File: config.mk
export PLATFORM = sky130hd
export DESIGN_NAME = inst_fetch_unit
export DESIGN_NICKNAME = d
export VERILOG_FILES = /design/src/rtl/inst_fetch_unit_pkg.sv /design/src/rtl/inst_fetch_unit_fifo.sv /design/src/rtl/inst_fetch_unit.sv
export SDC_FILE = /design/constraint.sdc
export NUM_CORES = 1
export LEC_CHECK = 0
export BUFFER_PORTS_ARGS = -buffer_cell sky130_fd_sc_hd__buf_2
export CAP_MARGIN = 15
export CORE_MARGIN = 2
export CORE_UTILIZATION = 56
export DETAILED_ROUTE_END_ITERATION = 12
export PLACE_DENSITY = 0.76
export SYNTH_ARGS = -nofsm -noshare
export SYNTH_HDL_FRONTEND = slang
export SYNTH_SLANG_ARGS = --single-unit
File: constraint.sdc
create_clock -name clk -period 9.2 [get_ports clk]
set_input_delay 0.92 -clock clk [delete_from_list [all_inputs] [get_ports clk]]
set_output_delay 0.92 -clock clk [all_outputs]
set_load 0.1 [all_outputs]
File: src/rtl/inst_fetch_unit_pkg.sv
// Shared types and constants for the instruction fetch front end.
// Holds the data width, the NOP encoding, fetch FSM states and the FIFO entry layout.
package inst_fetch_unit_pkg;

  localparam int unsigned DATA_W = 32;

  typedef logic [DATA_W-1:0] data_t;

  // addi x0,x0,0
  localparam data_t NOP_INST_DEFAULT = 32'h0000_0013;

  typedef enum logic [1:0] {
    IDLE = 2'd0,
    REQ  = 2'd1,
    DROP = 2'd2
  } fetch_state_e;

  typedef struct packed {
    data_t pc;
    data_t inst;
  } fetch_entry_t;

  // Word-align a fetch address by clearing bits [1:0].
  function automatic data_t align_pc(input data_t pc);
    return pc & ~DATA_W'(3);
  endfunction

endpackage

File: src/rtl/inst_fetch_unit_fifo.sv
// Prefetch FIFO of {pc, inst} pairs with push, pop, flush and a head view.
// Pointers wrap naturally; count is one bit wider than the pointers.
module fetch_fifo
  import inst_fetch_unit_pkg::*;
#(
  parameter int unsigned DEPTH = 4
) (
  input  logic                     clk,
  input  logic                     reset,
  input  logic                     push,
  input  logic                     pop,
  input  logic                     flush,
  input  fetch_entry_t             wdata,
  output fetch_entry_t             head,
  output logic [$clog2(DEPTH):0]   count
);

  localparam int unsigned PTR_W = $clog2(DEPTH);
  localparam int unsigned CNT_W = PTR_W + 1;

  fetch_entry_t     mem [DEPTH];
  logic [PTR_W-1:0] wr_ptr;
  logic [PTR_W-1:0] rd_ptr;

  // Storage and pointer update; flush only rewinds pointers and count.
  always_ff @(posedge clk) begin
    if (reset) begin
      wr_ptr <= '0;
      rd_ptr <= '0;
      count  <= '0;
      for (int unsigned i = 0; i < DEPTH; i++) begin
        mem[i] <= '0;
      end
    end else if (flush) begin
      wr_ptr <= '0;
      rd_ptr <= '0;
      count  <= '0;
    end else begin
      if (push) begin
        mem[wr_ptr] <= wdata;
        wr_ptr      <= wr_ptr + PTR_W'(1);
      end
      if (pop) begin
        rd_ptr <= rd_ptr + PTR_W'(1);
      end
      count <= count + CNT_W'(push) - CNT_W'(pop);
    end
  end

  assign head = mem[rd_ptr];

endmodule

File: src/rtl/inst_fetch_unit.sv
// Instruction fetch unit: PC generation, single-outstanding I-cache handshake,
// redirect handling with stale-response drop, and a prefetch FIFO feeding IF_ID.
module inst_fetch_unit
  import inst_fetch_unit_pkg::*;
#(
  parameter int unsigned DEPTH    = 4,
  parameter data_t       RESET_PC = 32'h0000_0000,
  parameter data_t       NOP_INST = NOP_INST_DEFAULT
) (
  input  logic        clk,
  input  logic        reset,
  input  logic        redirectValid,
  input  logic [31:0] redirectPc,
  input  logic        deqReady,
  output logic        cacheReq,
  output logic [31:0] cacheAddr,
  input  logic        cacheAck,
  input  logic [31:0] cacheData,
  output logic        instValid,
  output logic [31:0] pcOut,
  output logic [31:0] instOut
);

  localparam int unsigned CNT_W = $clog2(DEPTH) + 1;

  fetch_state_e     state;
  fetch_state_e     state_next;
  data_t            fetch_pc;
  data_t            fetch_pc_next;
  data_t            cache_addr_q;
  logic             cache_req_q;
  data_t            last_pc;

  logic             push;
  logic             pop;
  logic             flush;
  logic             space;
  logic             head_valid;
  logic [CNT_W-1:0] count;
  logic [CNT_W-1:0] count_next;
  fetch_entry_t     wdata;
  fetch_entry_t     head;

  assign head_valid = (count != '0);
  assign flush      = redirectValid;
  assign push       = (state == REQ) && cacheAck && !redirectValid;
  assign pop        = deqReady && head_valid && !redirectValid;
  assign count_next = count + CNT_W'(push) - CNT_W'(pop);
  assign space      = (count_next < CNT_W'(DEPTH));
  assign wdata      = '{pc: fetch_pc, inst: cacheData};

  fetch_fifo #(
    .DEPTH (DEPTH)
  ) u_fifo (
    .clk   (clk),
    .reset (reset),
    .push  (push),
    .pop   (pop),
    .flush (flush),
    .wdata (wdata),
    .head  (head),
    .count (count)
  );

  // Fetch FSM next-state and PC selection.
  always_comb begin
    state_next    = state;
    fetch_pc_next = fetch_pc;
    unique case (state)
      IDLE: begin
        if (redirectValid) begin
          fetch_pc_next = align_pc(redirectPc);
          state_next    = REQ;
        end else if (space) begin
          state_next = REQ;
        end
      end
      REQ: begin
        if (redirectValid) begin
          fetch_pc_next = align_pc(redirectPc);
          state_next    = cacheAck ? REQ : DROP;
        end else if (cacheAck) begin
          fetch_pc_next = fetch_pc + 32'd4;
          state_next    = space ? REQ : IDLE;
        end
      end
      DROP: begin
        // A redirect coinciding with the stale ack still retires the stale access.
        if (redirectValid) begin
          fetch_pc_next = align_pc(redirectPc);
          state_next    = cacheAck ? REQ : DROP;
        end else if (cacheAck) begin
          state_next = REQ;
        end
      end
      default: begin
        state_next = IDLE;
      end
    endcase
  end

  // State, PC and registered cache-side outputs.
  always_ff @(posedge clk) begin
    if (reset) begin
      state        <= IDLE;
      fetch_pc     <= RESET_PC;
      cache_req_q  <= 1'b0;
      cache_addr_q <= RESET_PC;
      last_pc      <= '0;
    end else begin
      state       <= state_next;
      fetch_pc    <= fetch_pc_next;
      cache_req_q <= (state_next != IDLE);
      // DROP keeps presenting the stale address until its ack returns.
      if (state_next != DROP) begin
        cache_addr_q <= fetch_pc_next;
      end
      if (head_valid) begin
        last_pc <= head.pc;
      end
    end
  end

  assign cacheReq  = cache_req_q;
  assign cacheAddr = cache_addr_q;
  assign instValid = head_valid;
  assign pcOut     = head_valid ? head.pc   : last_pc;
  assign instOut   = head_valid ? head.inst : NOP_INST;

endmodule

After elaboration in Yosys (flattened, before gate mapping)
Memories as Yosys holds them, arrays and structs flattened. A register that Yosys moved wholly into a read port is not among the register bits.
Index checks and enable logic that the tools add are counted.
- bits in registers: 106
- bits of input ports: 69
- bits in writable memories: 256
- output and inout bits: 98
- memories: 1
- memories (memory ; depth ; bits a word ; read ports ; clocked after memory_dff ; wr ports ; line ; text):
    u_fifo.mem ; 4 ; 64 ; 1 ; 1 ; 4 ; inst_fetch_unit_fifo.sv:21 ; fetch_entry_t mem [DEPTH];
- multiplexer cells: 26
- eq/ne operators: 3
- $add $sub $neg: 5
- reductions and logical operators: 11
- $lt $le $gt $ge: 1
- operators with widths (operator ; count):
    two-way mux 32 bit ; 5
    two-way mux 64 bit ; 1
    one-hot mux 32 bit (2 select lines) ; 1
    OR reduction 64 bit ; 1
    adder 32 x 3 -> 32 bit, second input constant ; 1
    two-way mux 2 bit ; 10
    two-way mux 1 bit ; 8
    one-hot mux 2 bit (3 select lines) ; 1
    adder 2 x 1 -> 2 bit, second input constant ; 2
    logical AND 1 bit ; 4
    OR reduction 2 bit ; 2
    adder 3 x 1 -> 3 bit ; 1
    < comparator 3 bit, second input constant ; 1
    nonzero test 3 bit ; 1
    subtractor 3 x 1 -> 3 bit ; 1
    equality test 2 x 1 -> 1 bit, second input constant ; 1
    equality test 2 bit, second input constant ; 1
    zero test 2 bit ; 1
    inequality test 2 bit, second input constant ; 1
    nonzero test 2 bit ; 1
    zero test 1 bit ; 1

Logic depth before layout (Yosys ltp)
Gate-level depths: netlist (run 1).
- depth in word-level cells: 11
- depth in mapped cells: 11

Modules after synthesis
From an unflattened synthesis (run 1), not the netlist that was laid out.
- cells, all modules: 1400
- area total of the unflattened synthesis: 17046.3 µm²
- by module, submodules not included (module ; area an instance (µm²) ; instances ; cells each ; seq. area each (µm²)):
    fetch_fifo ; 11502.3 ; 1 ; 733 ; 7867.5
    inst_fetch_unit ; 5544.1 ; 1 ; 667 ; 1981.9

Worst setup path after synthesis (run 1)
Ideal clock, no wire load.
- kind: input to register
- from: in redirectValid
- to: mem u_fifo.mem[2][0] (netlist name) (enable)
- slack: 2533 ps
- setup time: 574 ps
- cell stages on the path: 5
- arrival time: 6092 ps
- path through: or2_1 buf_2 nor2_2 nand2_1 o21ai_0
- RTL lines (element ; line ; text):
    start, declared ; inst_fetch_unit.sv:12 ; input logic redirectValid,
    end, declared ; inst_fetch_unit_fifo.sv:21 ;

==> reports/qor.txt, run 1 <==
Status -> finished, final reports clean
Antenna violations before repair -> 0
CP Max Fanout -> 44
Die height -> 173 um
Final Net Count -> 1498
GR Util met1 -> 0.355
Busiest grt layer -> met2
Slew headroom -> 0.337
Core Region -> 0.0285 mm^2
Router iterations before antenna repair -> 5
Setup TNS -> 0 ns
Synth warn -> 0
Residual DRC count -> 0
Routed Antenna Nets -> 0
Cell area power density -> 205 mW/mm^2
Leak -> 7.39 nW
Depth of the CTS H-tree -> 2
Met3 Track Usage GR -> 0.0386
# placed instances -> 1770
Place WS -> 4.91 ns
Later-pin clock latency in the skew report -> 0.53 ns
Initial DRC count -> 1163
Final hold vios -> 0
Total congestion overflow -> 0
DR vias -> 10700
CP required -> 8.28 ns
Largest net degree at the start of global routing -> 66
Post-synth EDFFs -> 256
Initial Util -> 0.565
VDD IR max -> 0.000131 V
First-pass GRT wire length -> 59600 um
# port buffers -> 164
Synth cell types -> 76
Root buffer cell -> clkbuf_16
Fmax -> 242 MHz
WS Path Type -> reg2out
CTS Buf Count -> 37
Flop and latch count out of synthesis -> 364
Vias per cell -> 5.84
# fillers -> 2153
CTS tree -> done
Cell Area, Synth -> 0.0161 mm^2
Final Setup Violations -> 0
Element type at the critical path start -> flip-flop
Final worst-path cycle share -> 0.449
Final WL -> 37600 um
WHS -> 0.455 ns
CP Capture Type -> output port
Num rows -> 62
Final min period -> 4.13 ns
CTS Hold Bufs -> 0
Share of cells above drive strength 1 -> 0.250
Met2 Use GR -> 0.412
Syn nets -> 1378
Post-DP HPWL -> 22200 um
GR Util All Layers -> 0.253
Die area -> 0.0301 mm^2
Critical Path AT -> 3.21 ns
Clk buf depth -> 3
Post-CTS sizing -> 0
Post-synthesis sequential area ratio -> 0.613
N_diodes -> 0
Max-Cap Viols -> 0
Worst setup margin -> 5.07 ns
Worst Skew -> 0.0205 ns
Hold/Removal Path Class -> reg2reg
Die W -> 173 um
Vias in the first global route -> 10700
RSZ-0062 raised after global routing -> false
Avg Inst Size Synth -> 12.3 um^2
Tightest Pin Transition -> 0.995 ns
Pins Over Slew Limit -> 0
Routability Congestion -> 0.880
WL/cell -> 20.5 um
IO Pins -> 167
Clock Sinks -> 364
Area Overhead vs Synth -> 13.9%
Synth Instances -> 1305
Post-CTS setup buffers -> 0
Clock-pin slew on the worst setup and hold paths -> 0.06 ns
Total power -> 3.76 mW
Final cell count without fillers -> 1838
Ys async rst share -> 0
Prevailing post-synth register cell -> edfxtp_1
[registers in the layout, indices dropped and copies added, names as in the netlist, named ones only]
name and cells:
u_fifo.mem 256, cacheAddr 32, fetch_pc 32, last_pc 32, u_fifo.count 3, state 2
u_fifo.rd_ptr 2, u_fifo.wr_ptr 2, cacheReq 1
[layout by cell type, fill, tap and decap left out, types with 5 or more instances in the layout]
| cell type | instances |
|---|---|
| edfxtp_1 | 256 |
| nor2_1 | 192 |
| buf_2 | 164 |
| and2_1 | 107 |
| dfxtp_1 | 106 |
| nand2_1 | 98 |
| inv_1 | 75 |
| mux4_2 | 64 |
| clkbuf_16 | 38 |
| mux2_2 | 33 |
| nand3_1 | 31 |
| nor3_1 | 22 |
| a21oi_1 | 19 |
| o21ai_0 | 18 |
| nand4_1 | 15 |
| buf_4 | 15 |
| and3_1 | 14 |
| o22ai_1 | 12 |
| clkbuf_1 | 11 |
| o31ai_1 | 9 |
| o22a_1 | 7 |
| xnor2_1 | 7 |
| mux2i_1 | 7 |
| or2_2 | 5 |
| nand2b_1 | 5 |
| o41ai_1 | 5 |
| clkinv_2 | 5 |
[cell families after synthesis]
| logic type | count (synthesis) | share of synthesized area |
|---|---|---|
| simple gates | 525 | 0.160 |
| flops | 364 | 0.613 |
| buf+inv | 175 | 0.0455 |
| compound gates | 122 | 0.0548 |
| mux | 104 | 0.117 |
| xor+xnor | 11 | 0.00599 |
| fa+ha+maj | 4 | 0.00358 |
[critical path, stage by stage (launching register included)]
cell     delay (ns)
dfxtp_4        0.62
buf_4          0.79
mux4_2         0.65
mux2_2         0.29
buf_2          0.30
[power breakdown]
| group | switching [mW] | leakage (nW) | total [mW] | internal (mW) |
|---|---|---|---|---|
| combinational | 0.294 | 3.26 | 0.387 | 0.0932 |
| sequential | 0.0472 | 3.53 | 1.87 | 1.83 |
| clock | 0.618 | 0.592 | 1.49 | 0.877 |
| total | 0.959 | 7.39 | 3.76 | 2.80 |
[worst paths after layout]
kind                startpoint                end  slack, ns  depth (start not counted)
setup / recovery     flip-flop           pcOut[4]       5.07                          4
hold / removal    cacheAddr[3]       cacheAddr[3]       0.45                          2
setup reg to reg      state[0]  u_fifo.mem[2][42]       5.50                          5
hold reg to reg   cacheAddr[3]       cacheAddr[3]       0.45                          2
[per-layer routing]
layer	up-vias	wire (um)
met2	495	18000
met3	60	3100
met4	0	873
met1	5258	15700
li1	4913	-
met5	-	0
[through the flow]
step,utilization,area (um^2)
2_1_floorplan,-,16100
3_3_place_gp,0.601,17100
3_5_place_dp,0.601,17100
4_1_cts,0.643,18300
5_1_grt,0.643,18300
6_report,0.643,18300
[area by class of cell]
| class | instances | area [um^2] | area share |
|---|---|---|---|
| clock buffer | 52 | 1030 | 0.0564 |
| inverter | 77 | 289 | 0.0158 |
| clock inverter | 16 | 184 | 0.0100 |
| multi-input combinational | 766 | 5550 | 0.303 |
| tap | 384 | 480 | 0.0262 |
| sequential | 364 | 9850 | 0.538 |
| timing repair buffer | 179 | 933 | 0.0509 |
[Yosys cell counts, drive strengths merged, types with 11 or more instances]
cell type	instances	area share
a21oi	20	0.0062
edfxtp	256	0.48
mux2	33	0.023
buf	47	0.016
o31ai	11	0.0051
clkbuf	51	0.012
nand2	100	0.024
and3	14	0.0054
dfxtp	108	0.13
nor3	23	0.0079
nand3	34	0.012
nor2	194	0.046
and2	108	0.042
mux4	64	0.090
inv	77	0.018
nand4	15	0.0058
o21ai	21	0.0068
o22ai	12	0.0047
(Power assumes the default switching activity.)
==> run 2: changes to the inputs <==
--- a/config.mk
+++ b/config.mk
@@ -5,6 +5,7 @@
 export SDC_FILE = /design/constraint.sdc
 export NUM_CORES = 1
 export LEC_CHECK = 0
+export ABC_AREA = 1
 export BUFFER_PORTS_ARGS = -buffer_cell sky130_fd_sc_hd__buf_2
 export CAP_MARGIN = 15
 export CORE_MARGIN = 2
==> constraint.sdc (replaced) <==
create_clock -name clk -period 4.3 [get_ports clk]
set_input_delay 0.43 -clock clk [delete_from_list [all_inputs] [get_ports clk]]
set_output_delay 0.43 -clock clk [all_outputs]
set_load 0.1 [all_outputs]
==> reports/qor.txt, run 2 <==
Core Region -> 0.0296 mm^2 (was 0.0285 mm^2)
Cell accounting for the most synthesized area -> edfxtp_1 (unchanged)
Post-synth top cells -> 471 x nor2_1, 256 x edfxtp_1, 256 x nand2_1 (was 256 x edfxtp_1, 192 x nor2_1, 108 x dfxtp_1)
Max-Cap Viols -> 0 (unchanged)
Hold Startpoint -> cacheData[24] (was cacheAddr[3])
Antenna violations before repair -> 2 (was 0)
Leak -> 7.82 nW (was 7.39 nW)
Area contributors post-synth -> edfxtp_1 46%, dfxtp_1 13%, nor2_1 11% (was edfxtp_1 48%, dfxtp_1 13%, mux4_2 9.0%)
Reg2reg path depth -> 14 (was 5)
Largest net degree at the start of global routing -> 71 (was 66)
Flop and latch count out of synthesis -> 364 (unchanged)
Worst Skew -> 0.0149 ns (was 0.0205 ns)
Final min period -> 3.70 ns
RR Endpoint -> cacheReq (was u_fifo.mem[2][42])
Area Overhead vs Synth -> 13.2% (was 13.9%)
CTS Hold Bufs -> 0 (unchanged)
CP required -> 3.87 ns (was 8.28 ns)
Total congestion overflow -> 0 (unchanged)
Commonest cells after routing, fill and taps aside -> 471 x nor2_1, 256 x edfxtp_1, 253 x nand2_1 (was 256 x edfxtp_1, 192 x nor2_1, 164 x buf_2)
Depth of the CTS H-tree -> 2 (unchanged)
Tightest Pin Transition -> 1.05 ns (was 0.995 ns)
Largest Register -> u_fifo.mem (unchanged)
Prevailing post-synth register cell -> edfxtp_1 (unchanged)
Status -> finished, final reports clean (unchanged)
Routability Congestion -> 0.858 (was 0.880)
DR vias -> 13400 (was 10700)
Vias per cell -> 5.54 (was 5.84)
Hold/Removal Path Class -> in2reg (was reg2reg)
GR Util All Layers -> 0.270 (was 0.253)
Initial Util -> 0.567 (was 0.565)
IO Pins -> 167 (unchanged)
Share of the synthesized area in the top cell type -> 0.459 (was 0.478)
Cell Area, Synth -> 0.0167 mm^2 (was 0.0161 mm^2)
Post-synth EDFFs -> 256 (unchanged)
VDD IR max -> 0.000305 V (was 0.000131 V)
Final core utilization -> 0.642 (was 0.643)
CP Capture Type -> output port (unchanged)
Synth warn -> 0 (unchanged)
Clk buf depth -> 3 (unchanged)
Reg2reg start -> u_fifo.count[0] (was state[0])
Ys async rst share -> 0 (unchanged)
Num rows -> 63 (was 62)
Slew headroom -> 0.298 (was 0.337)
Die height -> 177 um (was 173 um)
Clock Sinks -> 364 (unchanged)
Root buffer cell -> clkbuf_16 (unchanged)
RSZ-0062 raised after global routing -> false (unchanged)
Initial DRC count -> 1366 (was 1163)
Final Setup Violations -> 0 (unchanged)
Max reg flops -> 256 (unchanged)
Hold Path End -> u_fifo.mem[3][24] (was cacheAddr[3])
Pins Over Slew Limit -> 0 (unchanged)
Final hold vios -> 0 (unchanged)
Post-synthesis sequential area ratio -> 0.588 (was 0.613)
Routed Antenna Nets -> 0 (unchanged)
Synth Instances -> 1890 (was 1305)
WHS -> 0.242 ns (was 0.455 ns)
Router iterations before antenna repair -> 6 (was 5)
Die area -> 0.0313 mm^2 (was 0.0301 mm^2)
Final Net Count -> 2079 (was 1498)
Most common cell in the synthesized netlist -> nor2_1 (was edfxtp_1)
Most common cell after layout, fill and taps aside -> nor2_1 (was edfxtp_1)
Final WL -> 42300 um (was 37600 um)
Final worst-path cycle share -> 0.860
Post-DP HPWL -> 25000 um (was 22200 um)
Vias in the first global route -> 12700 (was 10700)
Residual DRC count -> 0 (unchanged)
CTS tree -> done (unchanged)
Share of cells above drive strength 1 -> 0.162 (was 0.250)
WS Path Type -> reg2out (unchanged)
Reg-to-reg slack, setup -> 1.25 ns (was 5.50 ns)
Syn nets -> 1963 (was 1378)
# port buffers -> 164 (unchanged)
Die W -> 177 um (was 173 um)
WL/cell -> 17.4 um (was 20.5 um)
Fmax -> 270 MHz
Clock-pin slew on the worst setup and hold paths -> 0.06 ns (about the same)
Hold Path Stages -> 3 (was 2)
CP Max Fanout -> 60 (was 44)
Later-pin clock latency in the skew report -> 0.52 ns (was 0.53 ns)
CTS Buf Count -> 37 (unchanged)
Post-CTS setup buffers -> 0 (unchanged)
Setup TNS -> 0 ns (unchanged)
Element type at the critical path start -> flip-flop (unchanged)
Critical Path AT -> 3.27 ns (was 3.21 ns)
First-pass GRT wire length -> 65800 um (was 59600 um)
Synth cell types -> 44 (was 76)
Cell area power density -> 423 mW/mm^2 (was 205 mW/mm^2)
Post-CTS sizing -> 0 (unchanged)
Avg Inst Size Synth -> 8.86 um^2 (was 12.3 um^2)
-- run 2: cell count changes in the layout (fill, tap and decap cells not counted), moves of 64 or more --
| cell | before | now |
|---|---|---|
| a21oi_1 | 19 | 100 |
| and2_1 | 107 | 0 |
| inv_1 | 75 | 140 |
| mux4_2 | 64 | 0 |
| nand2_1 | 98 | 253 |
| nor2_1 | 192 | 471 |
| o21ai_0 | 18 | 169 |
-- run 2: cells by family after synthesis --
logic type,synth area share
compound gates,0.112
buf+inv,0.0678
simple gates,0.227
flops,0.588
fa+ha+maj,0.00344
xor+xnor,0.00157
-- run 2: where the power goes --
part	total [mW]	switching (mW)	leakage, nW	internal [mW]
combinational	0.977	0.789	3.70	0.188
clock	3.06	1.30	0.583	1.76
sequential	3.99	0.0804	3.53	3.91
-- run 2: how the worst max path moves through the flow --
stage               startpoint          to  slack (ns)  cells after the start
floorplan            flip-flop  instOut[0]        0.67                      6
global placement     flip-flop   pcOut[16]        1.21                      7
detailed placement   flip-flop   pcOut[16]        1.15                      7
CTS                  flip-flop   pcOut[13]        0.55                      7
global route         flip-flop   pcOut[17]        0.37                      7
finish               flip-flop   pcOut[13]        0.60                      7
-- run 2: cell type report --
cell class	instances	area [um^2]
Sequential cell	364	9850
Multi-Input combinational cell	1244	5800
Inverter	170	642
Tap cell	390	488
Clock inverter	16	76.3
Timing Repair Buffer	189	1020
Fill cell	2441	10600
Clock buffer	52	1080
Antenna cell	1	2.50
-- run 2: critical path, cell delays in order (launching register included) --
cell and delay [ns]:
dfxtp_4 0.75, clkinv_2 0.66, buf_4 0.46, o21ai_0 0.23, o22ai_1 0.15, nand2_1 0.10, nand2_1 0.07, buf_2 0.29
-- run 2: metrics by stage --
stage | cell area, um^2 | instances | power (mW) | setup WS [ns]
global placement | 17800 | 2357 | 5.02 | 1.21
floorplan | 16800 | 1890 | 4.80 | 0.668
CTS | 19000 | 2425 | 8.06 | 0.553
detailed placement | 17800 | 2357 | 5.03 | 1.15
finish | 19000 | 2426 | 8.03 | 0.601
global route | 19000 | 2425 | 8.29 | 0.372
-- run 2: metal layers --
metal	GRT usage	routed length, um
met1	0.351	17000
met2	0.456	20400
met3	0.0430	3840
met4	0.0999	1090
met5	0	9
==> run 3: changes to the inputs <==
--- a/config.mk
+++ b/config.mk
@@ -12,6 +12,7 @@
 export CORE_UTILIZATION = 56
 export DETAILED_ROUTE_END_ITERATION = 12
 export PLACE_DENSITY = 0.76
+export RECOVER_POWER = 25
 export SYNTH_ARGS = -nofsm -noshare
 export SYNTH_HDL_FRONTEND = slang
 export SYNTH_SLANG_ARGS = --single-unit
==> reports/qor.txt, run 3 (synthesis results as in run 2) <==
Post-DP HPWL -> 25000 um (unchanged)
Slew headroom -> -0.113 (was 0.298)
Clock Sinks -> 364 (unchanged)
Total congestion overflow -> 0 (unchanged)
WHS -> 0.235 ns (was 0.242 ns)
Register Area -> 0.00985 mm^2 (unchanged)
Final WL -> 42100 um (was 42300 um)
Final min period -> 3.82 ns (was 3.70 ns)
WS Path Type -> reg2reg (was reg2out)
Die height -> 177 um (unchanged)
Worst Skew -> 0.0125 ns (was 0.0149 ns)
Largest net degree at the start of global routing -> 71 (unchanged)
Multi-input gate area -> 0.00567 mm^2 (was 0.00580 mm^2)
CP Capture Type -> flip-flop (was output port)
# fillers -> 2482 (was 2441)
Vias in the first global route -> 12700 (unchanged)
Area Overhead vs Synth -> 12.1% (was 13.2%)
Initial Util -> 0.567 (unchanged)
Failing checks -> capacitance limit, slew limit
CP Max Fanout -> 42 (was 60)
Router iterations before antenna repair -> 6 (unchanged)
Depth of the CTS H-tree -> 2 (unchanged)
Core Region -> 0.0296 mm^2 (unchanged)
Largest Register -> u_fifo.mem (unchanged)
Element type at the critical path start -> flip-flop (unchanged)
Num rows -> 63 (unchanged)
Post-CTS setup buffers -> 0 (unchanged)
Reg-to-reg slack, setup -> 0.48 ns (was 1.25 ns)
VDD IR max -> 0.000301 V (was 0.000305 V)
Max-Cap Viols -> 2 (was 0)
Initial DRC count -> 1307 (was 1366)
Vias per cell -> 5.56 (was 5.54)
DR vias -> 13500 (was 13400)
Root buffer cell -> clkbuf_16 (unchanged)
Clk buf depth -> 3 (unchanged)
Tightest Pin Transition -> 1.67 ns (was 1.05 ns)
RSZ-0062 raised after global routing -> false (unchanged)
Routability Congestion -> 0.858 (unchanged)
Share of cells above drive strength 1 -> 0.135 (was 0.162)
Pins Over Slew Limit -> 62 (was 0)
Die W -> 177 um (unchanged)
IO Pins -> 167 (unchanged)
Later-pin clock latency in the skew report -> 0.52 ns (about the same)
Most common cell after layout, fill and taps aside -> nor2_1 (unchanged)
Reg2reg path depth -> 8 (was 14)
RR Endpoint -> cacheAddr[30] (was cacheReq)
Status -> complete, but fails checks (was finished, final reports clean)
WL/cell -> 17.3 um (was 17.4 um)
Hold Path End -> u_fifo.mem[3][24] (unchanged)
Leak -> 7.68 nW (was 7.82 nW)
Final hold vios -> 0 (unchanged)
Slowest stage cell, crit path -> nor2_1 (was dfxtp_4)
Final worst-path cycle share -> 0.888 (was 0.860)
Max reg flops -> 256 (unchanged)
Critical Path AT -> 4.28 ns (was 3.27 ns)
Routed Antenna Nets -> 0 (unchanged)
Commonest cells after routing, fill and taps aside -> 486 x nor2_1, 256 x edfxtp_1, 253 x nand2_1 (was 471 x nor2_1, 256 x edfxtp_1, 253 x nand2_1)
Final Setup Violations -> 0 (unchanged)
Residual DRC count -> 0 (unchanged)
CTS tree -> done (unchanged)
Clock-pin slew on the worst setup and hold paths -> 0.07 ns (was 0.06 ns)
First-pass GRT wire length -> 65800 um (unchanged)
Cell area power density -> 426 mW/mm^2 (was 423 mW/mm^2)
Final Net Count -> 2079 (unchanged)
Setup TNS -> 0 ns (unchanged)
# port buffers -> 164 (unchanged)
Max stage delay on crit path -> 1.10 ns (was 0.75 ns)
Post-CTS sizing -> 0 (unchanged)
Hold Startpoint -> cacheData[24] (unchanged)
Antenna violations before repair -> 2 (unchanged)
Hold/Removal Path Class -> in2reg (unchanged)
Hold Path Stages -> 3 (unchanged)
Reg2reg start -> state[0] (was u_fifo.count[0])
CP Cell Sequence -> inv_1 -> nor2_1 -> inv_1 -> o21ai_2 -> nand2_2 -> nor2_2 -> nand2_1 -> nand2_1 (was clkinv_2 -> buf_4 -> o21ai_0 -> o22ai_1 -> nand2_1 -> nand2_1 -> buf_2)
CTS Hold Bufs -> 0 (unchanged)
CP required -> 4.76 ns (was 3.87 ns)
GR Util All Layers -> 0.270 (unchanged)
CTS Buf Count -> 37 (unchanged)
Fmax -> 262 MHz (was 270 MHz)
Die area -> 0.0313 mm^2 (unchanged)
-- run 3: through the flow --
stage	cell area, um^2	utilization	worst slack (ns)	total power [mW]	std cells
2_1_floorplan	16800	-	0.668	4.80	1890
3_3_place_gp	17800	0.602	1.21	5.02	2357
3_5_place_dp	17800	0.602	1.15	5.03	2357
4_1_cts	19000	0.642	0.553	8.06	2425
5_1_grt	18800	0.635	0.191	8.26	2425
6_report	18800	0.635	0.480	8.00	2426
-- run 3: worst max-delay path by stage --
stage | cells after the start | startpoint | end
6_report | 8 | state[0] | cacheAddr[30]
5_1_grt | 8 | state[0] | cacheAddr[26]
4_1_cts | 7 | flip-flop | pcOut[13]
3_5_place_dp | 7 | flip-flop | pcOut[16]
3_3_place_gp | 7 | flip-flop | pcOut[16]
2_1_floorplan | 6 | flip-flop | instOut[0]
-- run 3: routing by layer --
layer  wire, um  share of wire  track usage
met2      20300           0.48        0.456
met3       3630          0.086       0.0430
met5          9        0.00021            0
met1      17000           0.40        0.351
met4       1180          0.028       0.0999
-- run 3: final cells by class --
type	count	share of cell area
antenna	1	0.000133
clock buffer	52	0.0576
clock inverter	16	0.00407
inverter	170	0.0341
multi-input combinational	1244	0.302
sequential	364	0.525
tap	390	0.0260
timing repair buffer	189	0.0515
-- run 3: worst max-delay path, delay by kind of cell, from the launching register on --
kind / cells / cell delay, ns
AND/OR/NAND/NOR: 5 / 2.29
flip-flops: 1 / 0.33
AO/OA/AOI/OAI: 1 / 0.31
buffers and inverters: 2 / 0.82
-- run 3: power by group --
| part | switching [mW] | internal [mW] | leakage, nW |
|---|---|---|---|
| clock network | 1.30 | 1.76 | 0.583 |
| registers | 0.0799 | 3.91 | 3.53 |
| logic | 0.781 | 0.176 | 3.57 |
| total | 2.16 | 5.84 | 7.68 |
